$ cat config.mk
export PLATFORM = sky130hd
export DESIGN_NAME = clock_divider_n
export DESIGN_NICKNAME = d
export VERILOG_FILES = /design/src/rtl/clock_divider_n.sv
export SDC_FILE = /design/constraint.sdc
export NUM_CORES = 1
export LEC_CHECK = 0
export CAP_MARGIN = 30
export CORE_ASPECT_RATIO = 0.75
export CORE_MARGIN = 1.5
export CORE_UTILIZATION = 40
export CTS_CLUSTER_SIZE = 20
export DETAILED_ROUTE_END_ITERATION = 7
export PLACE_DENSITY_LB_ADDON = 0.08
export SYNTH_ARGS = -nofsm -noshare
export SYNTH_HDL_FRONTEND = slang
export SYNTH_SLANG_ARGS = --single-unit
export TNS_END_PERCENT = 30
$ cat constraint.sdc
create_clock -name clk -period 3.3 [get_ports clk]
set_input_delay 0.825 -clock clk [delete_from_list [all_inputs] [get_ports clk]]
set_output_delay 0.825 -clock clk [all_outputs]
set_load 0.005 [all_outputs]
$ cat src/rtl/clock_divider_n.sv
// -----------------------------------------------------------------------------
// clock_divider_n
//   N independent clock divider channels running off clk (clk100 domain).
//   Each channel has a runtime-programmable period (div) and high time (high),
//   a registered divided clock and a registered one-cycle tick that marks the
//   first cycle of every period (usable as a clock enable).
//
//   New div/high values land in a per-channel shadow register and are only
//   promoted to the active set at a period boundary (start, wrap or sync), so
//   clk_out never glitches mid-period.
//
// Ports
//   clk       input  1      clock
//   rst       input  1      asynchronous, active-high reset
//   en        input  N      per-channel run enable
//   sync      input  1      restart every running channel at count 0
//   cfg_wr    input  1      config write strobe
//   cfg_ch    input  3      channel index for cfg_wr (>= N is ignored)
//   cfg_div   input  WIDTH  new divisor (period in clk cycles)
//   cfg_high  input  WIDTH  new high time in clk cycles
//   clk_out   output N      divided clock per channel, registered
//   tick      output N      one-cycle pulse on the first cycle of each period
//   pending   output N      shadow config written but not yet applied
//
// Handshake: cfg_wr is a single-cycle strobe with no back-pressure; the write
// is always accepted on the edge where cfg_wr=1 and cfg_ch<N, and pending[ch]
// reports 1 from the following cycle until the shadow has been applied.
//
// Per-channel FSM state is observable hierarchically as ch_gen[i].state_q.
// -----------------------------------------------------------------------------
module clock_divider_n #(
  parameter int N            = 2,
  parameter int WIDTH        = 8,
  parameter int DEFAULT_DIV  = 10,
  parameter int DEFAULT_HIGH = 5
) (
  input  logic             clk,
  input  logic             rst,
  input  logic [N-1:0]     en,
  input  logic             sync,
  input  logic             cfg_wr,
  input  logic [2:0]       cfg_ch,
  input  logic [WIDTH-1:0] cfg_div,
  input  logic [WIDTH-1:0] cfg_high,
  output logic [N-1:0]     clk_out,
  output logic [N-1:0]     tick,
  output logic [N-1:0]     pending
);

  typedef enum logic {
    IDLE = 1'b0,
    RUN  = 1'b1
  } ch_state_e;

  localparam logic [WIDTH-1:0] RST_DIV  = WIDTH'(DEFAULT_DIV);
  localparam logic [WIDTH-1:0] RST_HIGH = WIDTH'(DEFAULT_HIGH);
  localparam logic [WIDTH-1:0] ONE      = WIDTH'(1);

  for (genvar g = 0; g < N; g++) begin : ch_gen
    ch_state_e        state_q, state_d;
    logic [WIDTH-1:0] cnt_q, cnt_d;
    logic [WIDTH-1:0] div_q, div_d;
    logic [WIDTH-1:0] high_q, high_d;
    logic [WIDTH-1:0] div_sh_q, div_sh_d;
    logic [WIDTH-1:0] high_sh_q, high_sh_d;
    logic             pend_q, pend_d;
    logic             clk_q, clk_d;
    logic             tick_q, tick_d;
    logic             apply;
    logic             wr_hit;

    assign wr_hit = cfg_wr && (cfg_ch == 3'(g));

    // State register
    always_ff @(posedge clk or posedge rst) begin
      if (rst) begin
        state_q   <= IDLE;
        cnt_q     <= '0;
        div_q     <= RST_DIV;
        high_q    <= RST_HIGH;
        div_sh_q  <= RST_DIV;
        high_sh_q <= RST_HIGH;
        pend_q    <= 1'b0;
        clk_q     <= 1'b0;
        tick_q    <= 1'b0;
      end else begin
        state_q   <= state_d;
        cnt_q     <= cnt_d;
        div_q     <= div_d;
        high_q    <= high_d;
        div_sh_q  <= div_sh_d;
        high_sh_q <= high_sh_d;
        pend_q    <= pend_d;
        clk_q     <= clk_d;
        tick_q    <= tick_d;
      end
    end

    // Next-state, counter, config promotion and registered outputs.
    // The shadow always equals the active set when nothing is pending, so the
    // shadow divisor is the divisor that will be in force after any boundary.
    always_comb begin
      state_d   = state_q;
      cnt_d     = cnt_q;
      div_d     = div_q;
      high_d    = high_q;
      div_sh_d  = div_sh_q;
      high_sh_d = high_sh_q;
      pend_d    = pend_q;
      clk_d     = 1'b0;
      tick_d    = 1'b0;
      apply     = 1'b0;

      case (state_q)
        IDLE: begin
          // A zero divisor keeps the channel parked regardless of en.
          if (en[g] && (div_sh_q != '0)) begin
            state_d = RUN;
            cnt_d   = '0;
            apply   = 1'b1;
          end
        end
        RUN: begin
          if (!en[g]) begin
            state_d = IDLE;
            cnt_d   = '0;
          end else if (sync || (cnt_q == div_q - ONE)) begin
            // Boundary: wrap with the old divisor, then promote the shadow.
            cnt_d = '0;
            apply = 1'b1;
            if (div_sh_q == '0) begin
              state_d = IDLE;
            end
          end else begin
            cnt_d = cnt_q + ONE;
          end
        end
        default: begin
          state_d = IDLE;
          cnt_d   = '0;
        end
      endcase

      if (apply) begin
        div_d  = div_sh_q;
        high_d = high_sh_q;
        pend_d = 1'b0;
      end

      // A write on a boundary edge lands in the shadow after the old shadow
      // has been promoted, so it waits for the following boundary.
      if (wr_hit) begin
        div_sh_d  = cfg_div;
        high_sh_d = cfg_high;
        pend_d    = 1'b1;
      end

      // Outputs are registered from the next count so they line up with cnt.
      if (state_d == RUN) begin
        clk_d  = (cnt_d < high_d);
        tick_d = (cnt_d == '0);
      end
    end

    assign clk_out[g] = clk_q;
    assign tick[g]    = tick_q;
    assign pending[g] = pend_q;
  end : ch_gen

endmodule

Word-level counts from Yosys, hierarchy flattened
Index checks and enable logic that the tools add are counted.
{ "classes": {"bitwise_logic": 2, "order_cmp": 2, "reduce_logical": 15, "n_mux": 34, "eq_ne": 3, "addsub": 4} }
{ "ops": {"columns": ["cell", "count"], "rows": [
  ["8-bit 2-to-1 mux", 8],
  ["8-bit logical NOT", 4],
  ["8-bit case mux with 2 select lines", 2],
  ["1-bit 2-to-1 mux", 20],
  ["8-bit by 1-bit adder with 8-bit output, second input constant", 2],
  ["8-bit == test", 2],
  ["8-bit less-than comparator", 2],
  ["8-bit nonzero test", 2],
  ["8-bit by 1-bit subtractor with 8-bit output, second input constant", 2],
  ["1-bit case mux with 2 select lines", 4],
  ["1-bit logical AND", 4],
  ["2-bit nonzero test", 2],
  ["3-bit by 1-bit == test with 1-bit output, second input constant", 1],
  ["3-bit logical NOT", 1],
  ["1-bit logical OR", 2],
  ["1-bit NOT", 2]
]} }
{ "word_totals": {"output_inout_bits": 6, "reg_bits": 88, "elab_cells": 78, "input_bits": 25} }

Logic depth before layout (Yosys ltp)
Gate-level depths: netlist of run 1.
{ "depth": {"ltp_word": 9, "ltp_mapped": 17, "ltp_nobuf": 16} }

Worst setup path before layout of run 1
No wires, ideal clock.
{ "synth_path": {"path_kind": "flip-flop to flip-flop", "start": "reg ch_gen[1].div_q[0]", "end": "reg ch_gen[1].clk_q", "path_stages_with_launch": 15, "path_buffers": 2, "setup_time_ps": 88, "required_ps": 3212, "period_less_slack_ps": 3570, "slack_ps": -270, "arrival_time_ps": 3481, "cell_sequence": "dfrtp_1 -> or4_4 -> a2111oi_2 -> nor3_1 -> or4_1 -> buf_2 -> nor2b_4 -> o22ai_4 -> buf_8 -> mux2i_1 -> ha_1 -> and4_1 -> a21oi_1 -> nand3_1 -> a41oi_1"} }
{ "synth_between": {"elab_chain_cells": 9, "elab_cells_between_ends": 15, "cone_classes": "add/sub: 1; order compare: 1; eq/ne: 1; mux: 11; reduce/logical: 1"} }
{ "synth_rtl": {"columns": ["item", "line_no", "rtl"], "rows": [
  ["start, declared", "62", "logic [WIDTH-1:0] div_q, div_d;"],
  ["start signal, assigned", "89", "div_q <= div_d;"],
  ["8-bit by 1-bit subtractor with 8-bit output (*)", "127", "end else if (sync || (cnt_q == div_q - ONE)) begin"],
  ["8-bit == test (*)", "127", null],
  ["1-bit logical OR (*)", "127", null],
  ["1-bit 2-to-1 mux", "127", null],
  ["1-bit 2-to-1 mux", "124", "if (!en[g]) begin"],
  ["1-bit case mux with 2 select lines", "114", "case (state_q)"],
  ["8-bit 2-to-1 mux", "144", "if (apply) begin"],
  ["8-bit less-than comparator", "160", "clk_d = (cnt_d < high_d);"],
  ["1-bit 2-to-1 mux (*)", "159", "if (state_d == RUN) begin"],
  ["net ch_gen[1].clk_d", "67", "logic clk_q, clk_d;"],
  ["end signal, assigned", "94", "clk_q <= clk_d;"],
  ["end, declared", "67", null]
]} }
Mark *: on every way through the listed nets, which the timed path passes. The rest lies on a longest branch.
A chain may end at the register's enable or synchronous reset.

Final worst setup path of run 1
{ "layout_path": {"start": "reg ch_gen[1].div_q[1]", "end": "reg ch_gen[1].clk_q"} }
Same word-level chain as after synthesis.

==> metrics.md, run 1 <==
| Metric | Value |
|---|---|
| Status | `complete, but fails checks` |
| Failing checks | `setup timing` |
| Main flop type after synthesis | `dfrtp_1` |
| Endpoints failing hold | `0` |
| Crit-path slowest cell | `or4_4` |
| Delay of the slowest critical-path stage | `550 ps` |
| Clock Pin Slew Worst Setup and Hold Paths | `60 ps` |
| CTS root buf | `clkbuf_16` |
| DP HPWL | `8.15 mm` |
| Slew headroom | `0.467` |
| DIE AREA | `12500 sq um` |
| Worst IR Drop VDD | `0.426 mV` |
| # clock sinks | `88` |
| Syn-to-layout area delta | `29.1%` |
| IO Count | `31` |
| Largest area contributor in the netlist | `dfrtp_1` |
| Final critical-path required period | `3370 ps` |
| RSZ-0062 raised after global routing | `true` |
| Worst r2r path cells | `13` |
| Cell area after synthesis | `4740 sq um` |
| Final Net Count | `548` |
| Synthesized net count | `471` |
| Sequential fraction of the synthesis area | `0.469` |
| Iteration-0 DRC count of the detailed router | `247` |
| Dpl cells | `650` |
| CP cell instances | `or4_4 > a2111oi_4 > nor3_1 > or4_4 > nor2b_4 > o22ai_4 > buf_12 > mux2i_4 > ha_4 > and4_1 > a21oi_1 > nand3_1 > a41oi_1` |
| Gr usage total | `0.188` |
| Buffers on Ports | `30` |
| Critical path launch point type | `flop` |
| Max Root-Sink Buffers | `2` |
| Top delay family on crit path | `simple AND/OR/NAND/NOR gates` |
| CP bufs+invs | `1` |
| Grt total ovfl | `0` |
| Avg Inst Size Synth | `11.1 sq um` |
| Final Non-Filler Cells | `672` |
| Max Clock Skew | `8.26 ps` |
| Reg2reg end | `ch_gen[1].clk_q` |
| Global-route wire length before repair | `18.1 mm` |
| FF-to-FF setup slack | `-70 ps` |
| CP Data Required Time | `3560 ps` |
| Inserted Diodes | `0` |
| Worst hold slack | `494 ps` |
| CTS tree | `built` |
| Most common cell in the synthesized netlist | `dfrtp_1` |
| Die X-Extent | `129 um` |
| Critical path origin | `ch_gen[1].div_q[1]` |
| CP Depth | `13` |
| GPL Wtd Cong | `0.849` |
| Starting Density | `0.410` |
| Synth Register Bits | `88` |
| Power Dens Cells | `636 nW/um^2` |
| Async S/R FF share, synth | `1.00` |
| Final period utilization | `1.02` |
| Synth top area share | `0.380` |
| CP Data Arrival Time | `3620 ps` |
| H-tree depth | `3` |
| Hold Path Cell Cnt | `2` |
| # rows | `34` |
| Worst Setup EP | `ch_gen[1].clk_q` |
| Core outline area | `11600 sq um` |
| Synth area leaders | `dfrtp_1, mux2_2, dfstp_2` |
| Filler instances | `1041` |
| Final Max Tran Viols | `0` |
| Clk_lat worst skew | `340 ps` |
| FF-to-FF Start | `ch_gen[1].div_q[1]` |
| Pin count of the biggest net entering global routing | `41` |
| Setup violations, final | `1` |
| Worst Path Max Fanout | `8` |
| Hold WC Path Type | `flop to flop` |
| Layout cell share with drive strength beyond 1 | `0.347` |
| ANT nets after route | `0` |
| Routed len/inst | `16.0 um` |
| Maxcap violations | `0` |
| Yosys Warn Count | `0` |
| Post-Route WL | `10.8 mm` |
| Final design utilization | `0.529` |
| Via count | `3461` |
| Gate Count Post-Synth | `428` |
| Most used cell, CP | `or4_4` |
| # DRC | `0` |
| Leak | `2.61 nW` |
| Setup crit end kind | `flop` |
| Synth unique cells | `63` |
| Final WS setup | `-65.8 ps` |
| Post-Place Worst Slack | `-220 ps` |
| Number of global-route vias before repair | `3464` |
| Crit path kind | `flop to flop` |
| F_max | `297 MHz` |
| DR pass1 iterations | `4` |
| Die height | `97.3 um` |
| Drt via density | `5.15` |
| CTS Buf Count | `9` |
| EDFF count, synth | `0` |
| Worst-Margin Slew | `790 ps` |
| Hold buffer count at cts | `0` |
| Initial antenna violation count | `0` |
| List of most frequent post-synthesis cells | `dfrtp_1, mux2_2, o21ai_0` |
-- through the flow --
stage | power (W) | setup TNS (ps) | instance area (sq um)
final | 0.00389 | -65.8 | 6120
after global routing | 0.00415 | -346 | 6120
after CTS | 0.00383 | -150 | 5970
after detailed placement | 0.00271 | -416 | 5580
after global placement | 0.00268 | -354 | 5580
after floorplan | 0.00232 | -120 | 4770
-- how the worst min path moves through the flow --
stage / from / end / slack (ps)
finish: ch_gen[0].high_q[3] / ch_gen[0].high_q[3] / 490
global route: ch_gen[0].div_sh_q[1] / ch_gen[0].div_q[1] / 530
CTS: ch_gen[0].high_q[7] / ch_gen[0].high_q[7] / 500
detailed placement: ch_gen[1].high_q[7] / ch_gen[1].high_q[7] / 480
global placement: ch_gen[1].high_q[7] / ch_gen[1].high_q[7] / 480
floorplan: ch_gen[0].high_q[4] / ch_gen[0].high_q[4] / 450
-- flip-flops by register name (all words and copies together), names as in the netlist --
signal,cells
ch_gen.div_q,16
ch_gen.cnt_q,16
ch_gen.state_q,2
ch_gen.high_q,16
ch_gen.clk_q,2
ch_gen.tick_q,2
ch_gen.pend_q,2
ch_gen.div_sh_q,16
ch_gen.high_sh_q,16
-- cells in the final DEF, fill, tap and decap left out, types with 6 or more instances in the layout --
master and count:
dfrtp_1 72, buf_4 57, mux2_2 46, clkdlybuf4s50_1 30, nand2_1 23, inv_1 21
o21ai_0 21, xnor2_1 17, nand3_1 16, dfstp_2 16, ha_1 14, nor2_1 13
xor2_1 11, a21oi_1 11, clkbuf_16 9, nor3_1 7, nand2b_1 6, mux2i_4 6
mux2i_1 6
-- power by group --
part           total [W]  leakage (nW)  internal (W)  switching [W]
Sequential       0.00160          1.07       0.00139       0.000205
Combinational    0.00127          1.41      0.000696       0.000569
Clock            0.00103         0.138      0.000606       0.000421
-- tightest hold or removal path, delay by kind of cell, from the launching register on --
kind / cells / cell delay, ps
buffers and inverters: 1 / 60
flip-flops: 1 / 320
multiplexers: 1 / 90
-- cells by family after synthesis --
kind of cell	after synthesis	synth area share
and+or+nand+nor	108	0.126
DFF	88	0.469
AOI/OAI and AO/OA	78	0.115
muxes	60	0.139
buffers and inverters	47	0.0507
xor gates and xnor gates	29	0.0536
adders and majority gates	18	0.0475
-- what timing repair did --
action                                  in CTS  in global routing
pin swaps                                    4                  2
setup buffers                                2                  4
gates resized for setup                     14                 20
endpoints found under the setup margin       2                  2
cloned                                       0                  0
-- final cells by class --
type                            instances  area (sq um)  share of cell area
Clock buffer                           11           243              0.0397
Clock inverter                          5          57.6             0.00940
Sequential cell                        88          2220               0.363
Multi-Input combinational cell        293          2500               0.409
Inverter                               22          83.8              0.0137
Tap cell                              162           203              0.0331
Timing Repair Buffer                   91           808               0.132
-- routing by layer --
layer,vias to the layer above,wire (um),track usage
met1,1691,5710,0.289
li1,1690,-,-
met2,67,4420,0.264
met5,-,0,0
met4,0,136,0.0545
met3,13,505,0.0391
Power figures use the tool's default switching activity.
==> run 2, diff against run 1 <==
TNS_END_PERCENT = 10   (was 30)
==> results of run 2 <==
The final DEF is identical to that of run 1; final timing and power are the same.
==> run 3, diff against run 2 <==
CORE_UTILIZATION = 45   (was 40)
==> metrics.md, run 3 (synthesis results as in run 1) <==
| Metric | Value |
|---|---|
| Status | `complete, but fails checks (unchanged)` |
| Failing checks | `setup timing (unchanged)` |
| Drt via density | `5.39 (was 5.15)` |
| Final Max Tran Viols | `0 (unchanged)` |
| Initial antenna violation count | `0 (unchanged)` |
| Via count | `3445 (was 3461)` |
| GPL Wtd Cong | `0.862 (was 0.849)` |
| CTS root buf | `clkbuf_16 (unchanged)` |
| Worst Path Max Fanout | `6 (was 8)` |
| Die height | `91.9 um (was 97.3 um)` |
| Pin count of the biggest net entering global routing | `63 (was 41)` |
| Power Dens Cells | `638 nW/um^2 (was 636 nW/um^2)` |
| DIE AREA | `11200 sq um (was 12500 sq um)` |
| Gr usage total | `0.210 (was 0.188)` |
| Filler instances | `888 (was 1041)` |
| Die X-Extent | `122 um (was 129 um)` |
| DR pass1 iterations | `4 (unchanged)` |
| CTS Buf Count | `9 (unchanged)` |
| Fin Setup TNS | `-44.5 ps (was -65.8 ps)` |
| Crit-path slowest cell | `dfstp_2 (was or4_4)` |
| Worst IR Drop VDD | `0.369 mV (was 0.426 mV)` |
| Final Net Count | `542 (was 548)` |
| CP cell instances | `inv_2 > ha_4 > xor2_1 > nand4_1 > or4_4 > nor2b_4 > o22ai_4 > mux2i_2 > ha_1 > a21oi_2 > nor2b_1 > o21ai_1 > nand3_1 > a41oi_2 (was or4_4 > a2111oi_4 > nor3_1 > or4_4 > nor2b_4 > o22ai_4 > buf_12 > mux2i_4 > ha_4 > and4_1 > a21oi_1 > nand3_1 > a41oi_1)` |
| CP Data Arrival Time | `3600 ps (was 3620 ps)` |
| Buffers on Ports | `30 (unchanged)` |
| Final WS setup | `-44.5 ps (was -65.8 ps)` |
| Placed inst area | `5500 sq um (was 5580 sq um)` |
| Post-Route WL | `10.6 mm (was 10.8 mm)` |
| Setup violations, final | `1 (unchanged)` |
| Slew headroom | `0.653 (was 0.467)` |
| Crit path kind | `flop to flop (unchanged)` |
| H-tree depth | `3 (unchanged)` |
| Maxcap violations | `0 (unchanged)` |
| Worst-Margin Slew | `520 ps (was 790 ps)` |
| Clk_lat worst skew | `340 ps (about the same)` |
| Max Root-Sink Buffers | `2 (unchanged)` |
| Setup crit end kind | `flop (unchanged)` |
| Inserted Diodes | `0 (unchanged)` |
| Routed len/inst | `16.5 um (was 16.0 um)` |
| Final Cell Area | `5920 sq um (was 6120 sq um)` |
| Leak | `2.58 nW (was 2.61 nW)` |
| Final critical-path required period | `3340 ps (was 3370 ps)` |
| Final period utilization | `1.01 (was 1.02)` |
| # DRC | `0 (unchanged)` |
| ANT nets after route | `0 (unchanged)` |
| Delay of the slowest critical-path stage | `550 ps (about the same)` |
| Max Clock Skew | `6.11 ps (was 8.26 ps)` |
| Core outline area | `10200 sq um (was 11600 sq um)` |
| Number of global-route vias before repair | `3551 (was 3464)` |
| # rows | `32 (was 34)` |
| Iteration-0 DRC count of the detailed router | `170 (was 247)` |
| DP HPWL | `7.98 mm (was 8.15 mm)` |
| Leading cell type in the layout, fill and taps excluded | `dfrtp_1 (unchanged)` |
| Endpoints failing hold | `0 (unchanged)` |
| RSZ-0062 raised after global routing | `true (unchanged)` |
| CP Data Required Time | `3560 ps (about the same)` |
| Clock Pin Slew Worst Setup and Hold Paths | `60 ps (about the same)` |
| IO Count | `31 (unchanged)` |
| F_max | `299 MHz (was 297 MHz)` |
| Critical path launch point type | `flop (unchanged)` |
| Most frequent cells in the layout | `dfrtp_1, buf_4, mux2_2, clkdlybuf4s50_1, nand2_1 (unchanged)` |
| Syn-to-layout area delta | `24.9% (was 29.1%)` |
| # clock sinks | `88 (unchanged)` |
| Hold WC Path Type | `flop to flop (unchanged)` |
| Starting Density | `0.463 (was 0.410)` |
| Grt total ovfl | `0 (unchanged)` |
| Global-route wire length before repair | `17.8 mm (was 18.1 mm)` |
| Layout cell share with drive strength beyond 1 | `0.328 (was 0.347)` |
| CTS tree | `built (unchanged)` |
## run 3: layout make-up
cell class	instances	area, sq um	area share
multi-input cells	293	2430	0.410
flip-flops and latches	88	2220	0.375
repair buffers	85	729	0.123
clock buffers	12	246	0.0416
well taps	136	170	0.0287
inverters	22	83.8	0.0142
clock inverters	3	42.5	0.00718
## run 3: what timing repair did
action | 4_1_cts | 5_1_grt
hold endpoints to repair | 0 | 0
setup buffers | 1 | 2
pin swaps | 3 | 8
resized for setup | 12 | 13
endpoints found under the setup margin | 2 | 2
hold buffers | 0 | 0
## run 3: per-stage QoR
| step | util | hold slack (ps) | worst slack (ps) | instances | total power [W] |
|---|---|---|---|---|---|
| after floorplan | - | 452 | -64.7 | 428 | 0.00232 |
| after global placement | 0.536 | 476 | -147 | 621 | 0.00265 |
| after detailed placement | 0.536 | 480 | -172 | 621 | 0.00268 |
| after CTS | 0.569 | 494 | -92.5 | 637 | 0.00374 |
| after global routing | 0.578 | 529 | -286 | 639 | 0.00404 |
| final | 0.578 | 488 | -44.5 | 639 | 0.00378 |
## run 3: routing by layer
metal,track usage,share of wire,wire (um),vias to the layer above
met5,0,0,0,-
met2,0.298,0.41,4280,77
met1,0.313,0.52,5460,1676
met4,0.0618,0.013,137,0
li1,-,-,-,1680
met3,0.0566,0.064,674,12
## run 3: power breakdown
part | switching, W | internal (W) | leakage, nW
logic | 0.000558 | 0.000651 | 1.37
clock network | 0.000392 | 0.000602 | 0.139
registers | 0.000179 | 0.00139 | 1.07
## run 3: path summary, 6_finish.rpt
| path | from | end | slack (ps) | cells after the start |
|---|---|---|---|---|
| worst min register to register | ch_gen[0].high_q[3] | ch_gen[0].high_q[3] | 490 | 2 |
| worst max-delay path | ch_gen[1].div_q[1] | ch_gen[1].clk_q | -40 | 14 |
| worst min-delay path | ch_gen[0].high_q[3] | ch_gen[0].high_q[3] | 490 | 2 |
| min in group asynchronous | rst | ch_gen[1].high_q[3] | 820 | 2 |
| max in group asynchronous | rst | ch_gen[0].div_q[1] | 1740 | 3 |
| worst max register to register | ch_gen[1].div_q[1] | ch_gen[1].clk_q | -40 | 14 |
## run 3: worst max-delay path: cells and delay by family, from the launching register on
family | cells | cell delay, ps
fa+ha+maj | 2 | 540
xor+xnor | 1 | 140
buf+inv | 1 | 50
flops | 1 | 550
simple gates | 5 | 1000
mux | 1 | 290
compound gates | 4 | 690
==> RTL change 1 (settings of run 3) <==
Set the parameter `DEFAULT_DIV` to 8 (it was 10).
--- a/src/rtl/clock_divider_n.sv
+++ b/src/rtl/clock_divider_n.sv
@@ -33,3 +33,3 @@
   parameter int WIDTH        = 8,
-  parameter int DEFAULT_DIV  = 10,
+  parameter int DEFAULT_DIV  = 8,
   parameter int DEFAULT_HIGH = 5
Check against the original RTL: not equivalent (Yosys sat finds a counterexample within 10 cycles, from zero or initial values and one cycle with rst high).
==> RTL change 1 against run 3 <==
- total power grew 1.5%
- sequential cell count unchanged
- worst setup slack better by 1.7 ps
- critical path depth is 1 lower
- maximum frequency hardly changed
- wire length is essentially flat
- final area up 0.97%
- the flow still finishes with violations (negative setup slack)
- synthesized cell count did not move
- area after synthesis decreased by 0.11%
- global-route usage shrank 0.13 points
==> RTL change 1: results (changes against run 3) <==
Gpl congestion: 0.865 (was 0.862)
Layout Skew: 5.14 ps (was 6.11 ps)
Layout clock buffers: 11 (was 12)
Mean Syn Cell Area: 11.1 µm² (about the same)
Clock Latency Late Sink: 340 ps (about the same)
Peak supply drop: 356 µV (was 369 µV)
Top post-synthesis cells by count: dfrtp_1 (76), mux2_2 (46), o21ai_0 (25) (was dfrtp_1 (72), mux2_2 (46), o21ai_0 (25))
Crit Path Max Fanout: 7 (was 6)
Vias/cell: 5.38 (was 5.39)
First-pass GRT wire length: 17900 µm (was 17800 µm)
Filler cell count: 891 (was 888)
ClkCell Share: 5.25% (was 4.88%)
WP data arrival: 3590 ps (was 3600 ps)
Status: finished with violations (unchanged)
Failing checks: negative setup slack (unchanged)
Initial DRC Count: 213 (was 170)
Share of cells above drive strength 1: 31.5% (was 32.8%)
Sequential area share after synthesis: 46.8% (was 46.9%)
Final setup viols: 1 (unchanged)
Place WS: -246 ps (was -172 ps)
P_leak: 2.60 nW (was 2.58 nW)
Post-route setup slack: -42.8 ps (was -44.5 ps)
Buffering overhead: 12.6% (was 12.3%)
Detailed Route WL: 10500 µm (was 10600 µm)
Largest cells by area after synthesis: dfrtp_1 (40%), mux2_2 (11%), dfstp_2 (6.7%) (was dfrtp_1 (38%), mux2_2 (11%), dfstp_2 (8.9%))
Largest net degree at the start of global routing: 50 (was 63)
Slowest CP cell: or4_4 (was dfstp_2)
Dpl hpwl: 8090 µm (was 7980 µm)
FF/Latch Area: 2220 µm² (about the same)
Post-place instance area: 5500 µm² (about the same)
PwrDens: 641 nW/µm² (was 638 nW/µm²)
Gr usage total: 20.9% (was 21.0%)
Multi-input gate area: 2440 µm² (was 2430 µm²)
Setup TNS: -42.8 ps (was -44.5 ps)
-- RTL change 1: cell types whose count changed in the layout (fill, tap and decap cells not counted), sizes merged --
cell           run 3  this run
bufinv             1         2
clkbuf            12        11
dfrtp             72        76
dfstp             16        12
inv               21        22
-- RTL change 1: repair_timing --
action,CTS,global route
buffers inserted,2,1
gates resized for setup,11,15
pin swaps,1,2
endpoints found under the hold margin,0,0
setup endpoints to repair,2,2
-- RTL change 1: worst paths after layout --
check | startpoint | slack [ps] | depth (start not counted) | endpoint
setup / recovery | ch_gen[1].div_q[1] | -40 | 13 | ch_gen[1].clk_q
hold / removal | ch_gen[0].high_q[3] | 500 | 2 | ch_gen[0].high_q[3]
setup reg to reg | ch_gen[1].div_q[1] | -40 | 13 | ch_gen[1].clk_q
hold reg to reg | ch_gen[0].high_q[3] | 500 | 2 | ch_gen[0].high_q[3]
max in group asynchronous | rst | 1880 | 3 | ch_gen[0].high_sh_q[2]
min in group asynchronous | rst | 770 | 2 | ch_gen[1].high_q[3]
-- RTL change 1: power breakdown --
group | switching [mW] | internal (mW)
logic | 0.544 | 0.642
registers | 0.191 | 1.38
clock network | 0.408 | 0.665
total | 1.14 | 2.69
-- RTL change 1: layer usage --
layer  global-route usage, %  up-vias  wire length [µm]
met1                    32.2     1679              5470
met5                       0        -                 0
met2                    28.9       81              4300
met4                    4.80        0                90
li1                        -     1678                 -
met3                    5.66        7               676
-- RTL change 1: cells by family after synthesis --
family	after synthesis	share of synthesized area [%]
compound gates	78	11.5
xor+xnor	29	5.36
fa+ha+maj	18	4.75
buf+inv	47	5.07
flops	88	46.8
mux	60	13.9
simple gates	108	12.6
==> RTL change 2 (settings of run 3) <==
Made on the original files. Put one more register stage on the output `pending`, without a reset. The value now appears one clock later. The other outputs are not delayed to match.
--- a/src/rtl/clock_divider_n.sv
+++ b/src/rtl/clock_divider_n.sv
@@ -57,2 +57,4 @@
   localparam logic [WIDTH-1:0] ONE      = WIDTH'(1);
+
+  logic [N-1:0] pending_d;
 
@@ -166,4 +168,8 @@
     assign tick[g]    = tick_q;
-    assign pending[g] = pend_q;
+    assign pending_d[g] = pend_q;
   end : ch_gen
+
+  always_ff @(posedge clk) begin
+    pending <= pending_d;
+  end
 
Behaviour: not the same (Yosys sat finds a counterexample within 4 cycles, from zero or initial values and one cycle with rst high).
==> RTL change 2 against run 3 <==
- the run still ends with negative setup slack left
- combinational power is 12% lower
- critical path depth rose by 4
- area after synthesis is 1.5% lower
- global-route usage down 0.48 points
- final area rose by 1.4%
- total power shrank 2.9%
- wire length shrank 3.2%
- sequential cell count increased by 2
- worst setup slack got worse by 150 ps
- critical path type unchanged
- largest cell class unchanged
- largest power group unchanged
==> RTL change 2: results (changes against run 3) <==
Min-delay worst type: register to register (unchanged)
Worst r2r path cells: 18 (was 14)
P_leak: 2.61 nW (was 2.58 nW)
Top post-synthesis cells by count: dfrtp_1 (72), mux2_2 (44), inv_1 (23), nand2_1 (23), o21ai_0 (20) (was dfrtp_1 (72), mux2_2 (46), o21ai_0 (25))
Failing checks: negative setup slack (unchanged)
Reg-to-Reg Start: ch_gen[0].div_q[1] (was ch_gen[1].div_q[1])
Pre-antenna DRT Iters: 4 (unchanged)
Status: finished with violations (unchanged)
Max-slew headroom at the worst pin: 74.2% (was 65.3%)
Crit Path Max Fanout: 8 (was 6)
Clock Latency Late Sink: 340 ps (about the same)
Share of cells above drive strength 1: 32.2% (was 32.8%)
Detailed Route WL: 10200 µm (was 10600 µm)
Htree depth: 3 (unchanged)
Sw Share: 29.0% (was 29.9%)
Root Driver: clkbuf_16 (unchanged)
Vias/cell: 5.36 (was 5.39)
Yosys cell types: 57 (was 63)
Hold path cells: 0 (was 2)
Post-Synth XOR/XNOR Area: 4.50% (was 5.36%)
Complex-gate fraction of the synthesized area: 9.93% (was 11.5%)
Filler cell count: 829 (was 888)
Sequential area share after synthesis: 48.4% (was 46.9%)
Ys async rst share: 97.8% (was 100%)
Hold path startpoint: ch_gen[1].pend_q (was ch_gen[0].high_q[3])
Adder-cell share of the synthesized area: 4.82% (was 4.75%)
Worst path max stage delay: 540 ps
Antenna-violating nets left: 0 (unchanged)
Place WS: -236 ps (was -172 ps)
Peak supply drop: 411 µV (was 369 µV)
Gpl congestion: 0.857 (was 0.862)
Post-route setup slack: -196 ps (was -44.5 ps)
Gr usage total: 20.5% (was 21.0%)
CTS clock-pin slew for the worst setup and hold paths: 70 ps
Number of diodes: 0 (unchanged)
Reg-to-reg endpoint: ch_gen[0].clk_q (was ch_gen[1].clk_q)
Largest net degree at the start of global routing: 54 (was 63)
Vias in the first global route: 3393 (was 3551)
Nets: 544 (was 542)
Dpl hpwl: 7610 µm (was 7980 µm)
Final setup viols: 2 (was 1)
Largest cells by area after synthesis: dfrtp_1 (39%), mux2_2 (11%), dfstp_2 (9.0%) (was dfrtp_1 (38%), mux2_2 (11%), dfstp_2 (8.9%))
Post-synthesis mux area share: 14.8% (was 13.9%)
Family with the most delay on the worst path: compound AO/OA/AOI/OAI gates (was simple AND/OR/NAND/NOR gates)
Initial DRC Count: 181 (was 170)
WP data arrival: 3720 ps (was 3600 ps)
Layout Skew: 9.29 ps (was 6.11 ps)
Post-synth net total: 466 (was 471)
Row cnt: 31 (was 32)
First-pass GRT wire length: 17500 µm (was 17800 µm)
Worst Hold Path EP: pending[1] (was ch_gen[0].high_q[3])
[RTL change 2: cell count changes after synthesis, sizes merged, moves of 3 or more]
cell and change:
o21ai +5, nand3 -7, a211oi -4, a21o -3
nor2b +4, nand4 +3, buf -3, mux2i +4
a31oi -3, xnor2 -5
[RTL change 2: through the flow]
stage	instances	power [mW]	cell area (µm²)	TNS, ps	hold WS, ps
global route	638	3.90	6000	-782	389
finish	638	3.67	6000	-231	371
CTS	637	3.66	5960	-170	373
global placement	614	2.50	5510	-80.5	353
detailed placement	614	2.53	5510	-282	357
floorplan	423	2.18	4710	-232	347
[RTL change 2: how the worst max path moves through the flow]
stage | depth (start not counted) | endpoint | slack [ps] | start
floorplan | 18 | ch_gen[0].clk_q | -130 | ch_gen[0].div_q[1]
global placement | 16 | ch_gen[0].clk_q | -80 | ch_gen[0].div_q[2]
detailed placement | 18 | ch_gen[0].clk_q | -240 | ch_gen[0].div_q[1]
CTS | 18 | ch_gen[0].clk_q | -110 | ch_gen[0].div_q[1]
global route | 19 | ch_gen[0].clk_q | -420 | ch_gen[0].div_q[2]
finish | 18 | ch_gen[0].clk_q | -200 | ch_gen[0].div_q[1]
[RTL change 2: final cells by class]
type	count	share of cell area, %
tap	132	2.75
sequential	90	37.7
timing repair buffer	91	13.3
clock buffer	11	4.04
inverter	23	1.46
clock inverter	5	1.04
multi-input combinational	286	39.7
[RTL change 2: power by group through the flow]
stage	clock network, mW	registers (mW)	logic [mW]
final	1.04	1.56	1.06
after CTS	1.07	1.56	1.04
after detailed placement	0	1.57	0.964
after global placement	0	1.56	0.942
after global routing	1.11	1.60	1.19
after floorplan	0	1.53	0.644
[RTL change 2: kinds of logic after synthesis]
logic type | count (synthesis)
xor+xnor | 24
flops | 90
fa+ha+maj | 18
mux | 63
buf+inv | 47
simple gates | 110
compound gates | 71
[RTL change 2: metal layers]
layer	GRT usage, %	share of wire, %
met1	31.3	53
met2	29.3	43
met3	4.77	3.7
met4	5.10	1.2
met5	0	0
[RTL change 2: worst register-to-register path: cells and delay by family, from the launching register on]
kind / cells / cell delay (ps)
AOI/OAI and AO/OA: 9 / 1550
buffers and inverters: 3 / 350
muxes: 2 / 400
and+or+nand+nor: 2 / 220
adders and majority gates: 2 / 340
DFF: 1 / 540
[RTL change 2: repair_timing]
item | CTS | global route
setup endpoints to repair | 2 | 2
setup buffers | 7 | 1
pin swaps | 10 | 3
resized for setup | 14 | 10
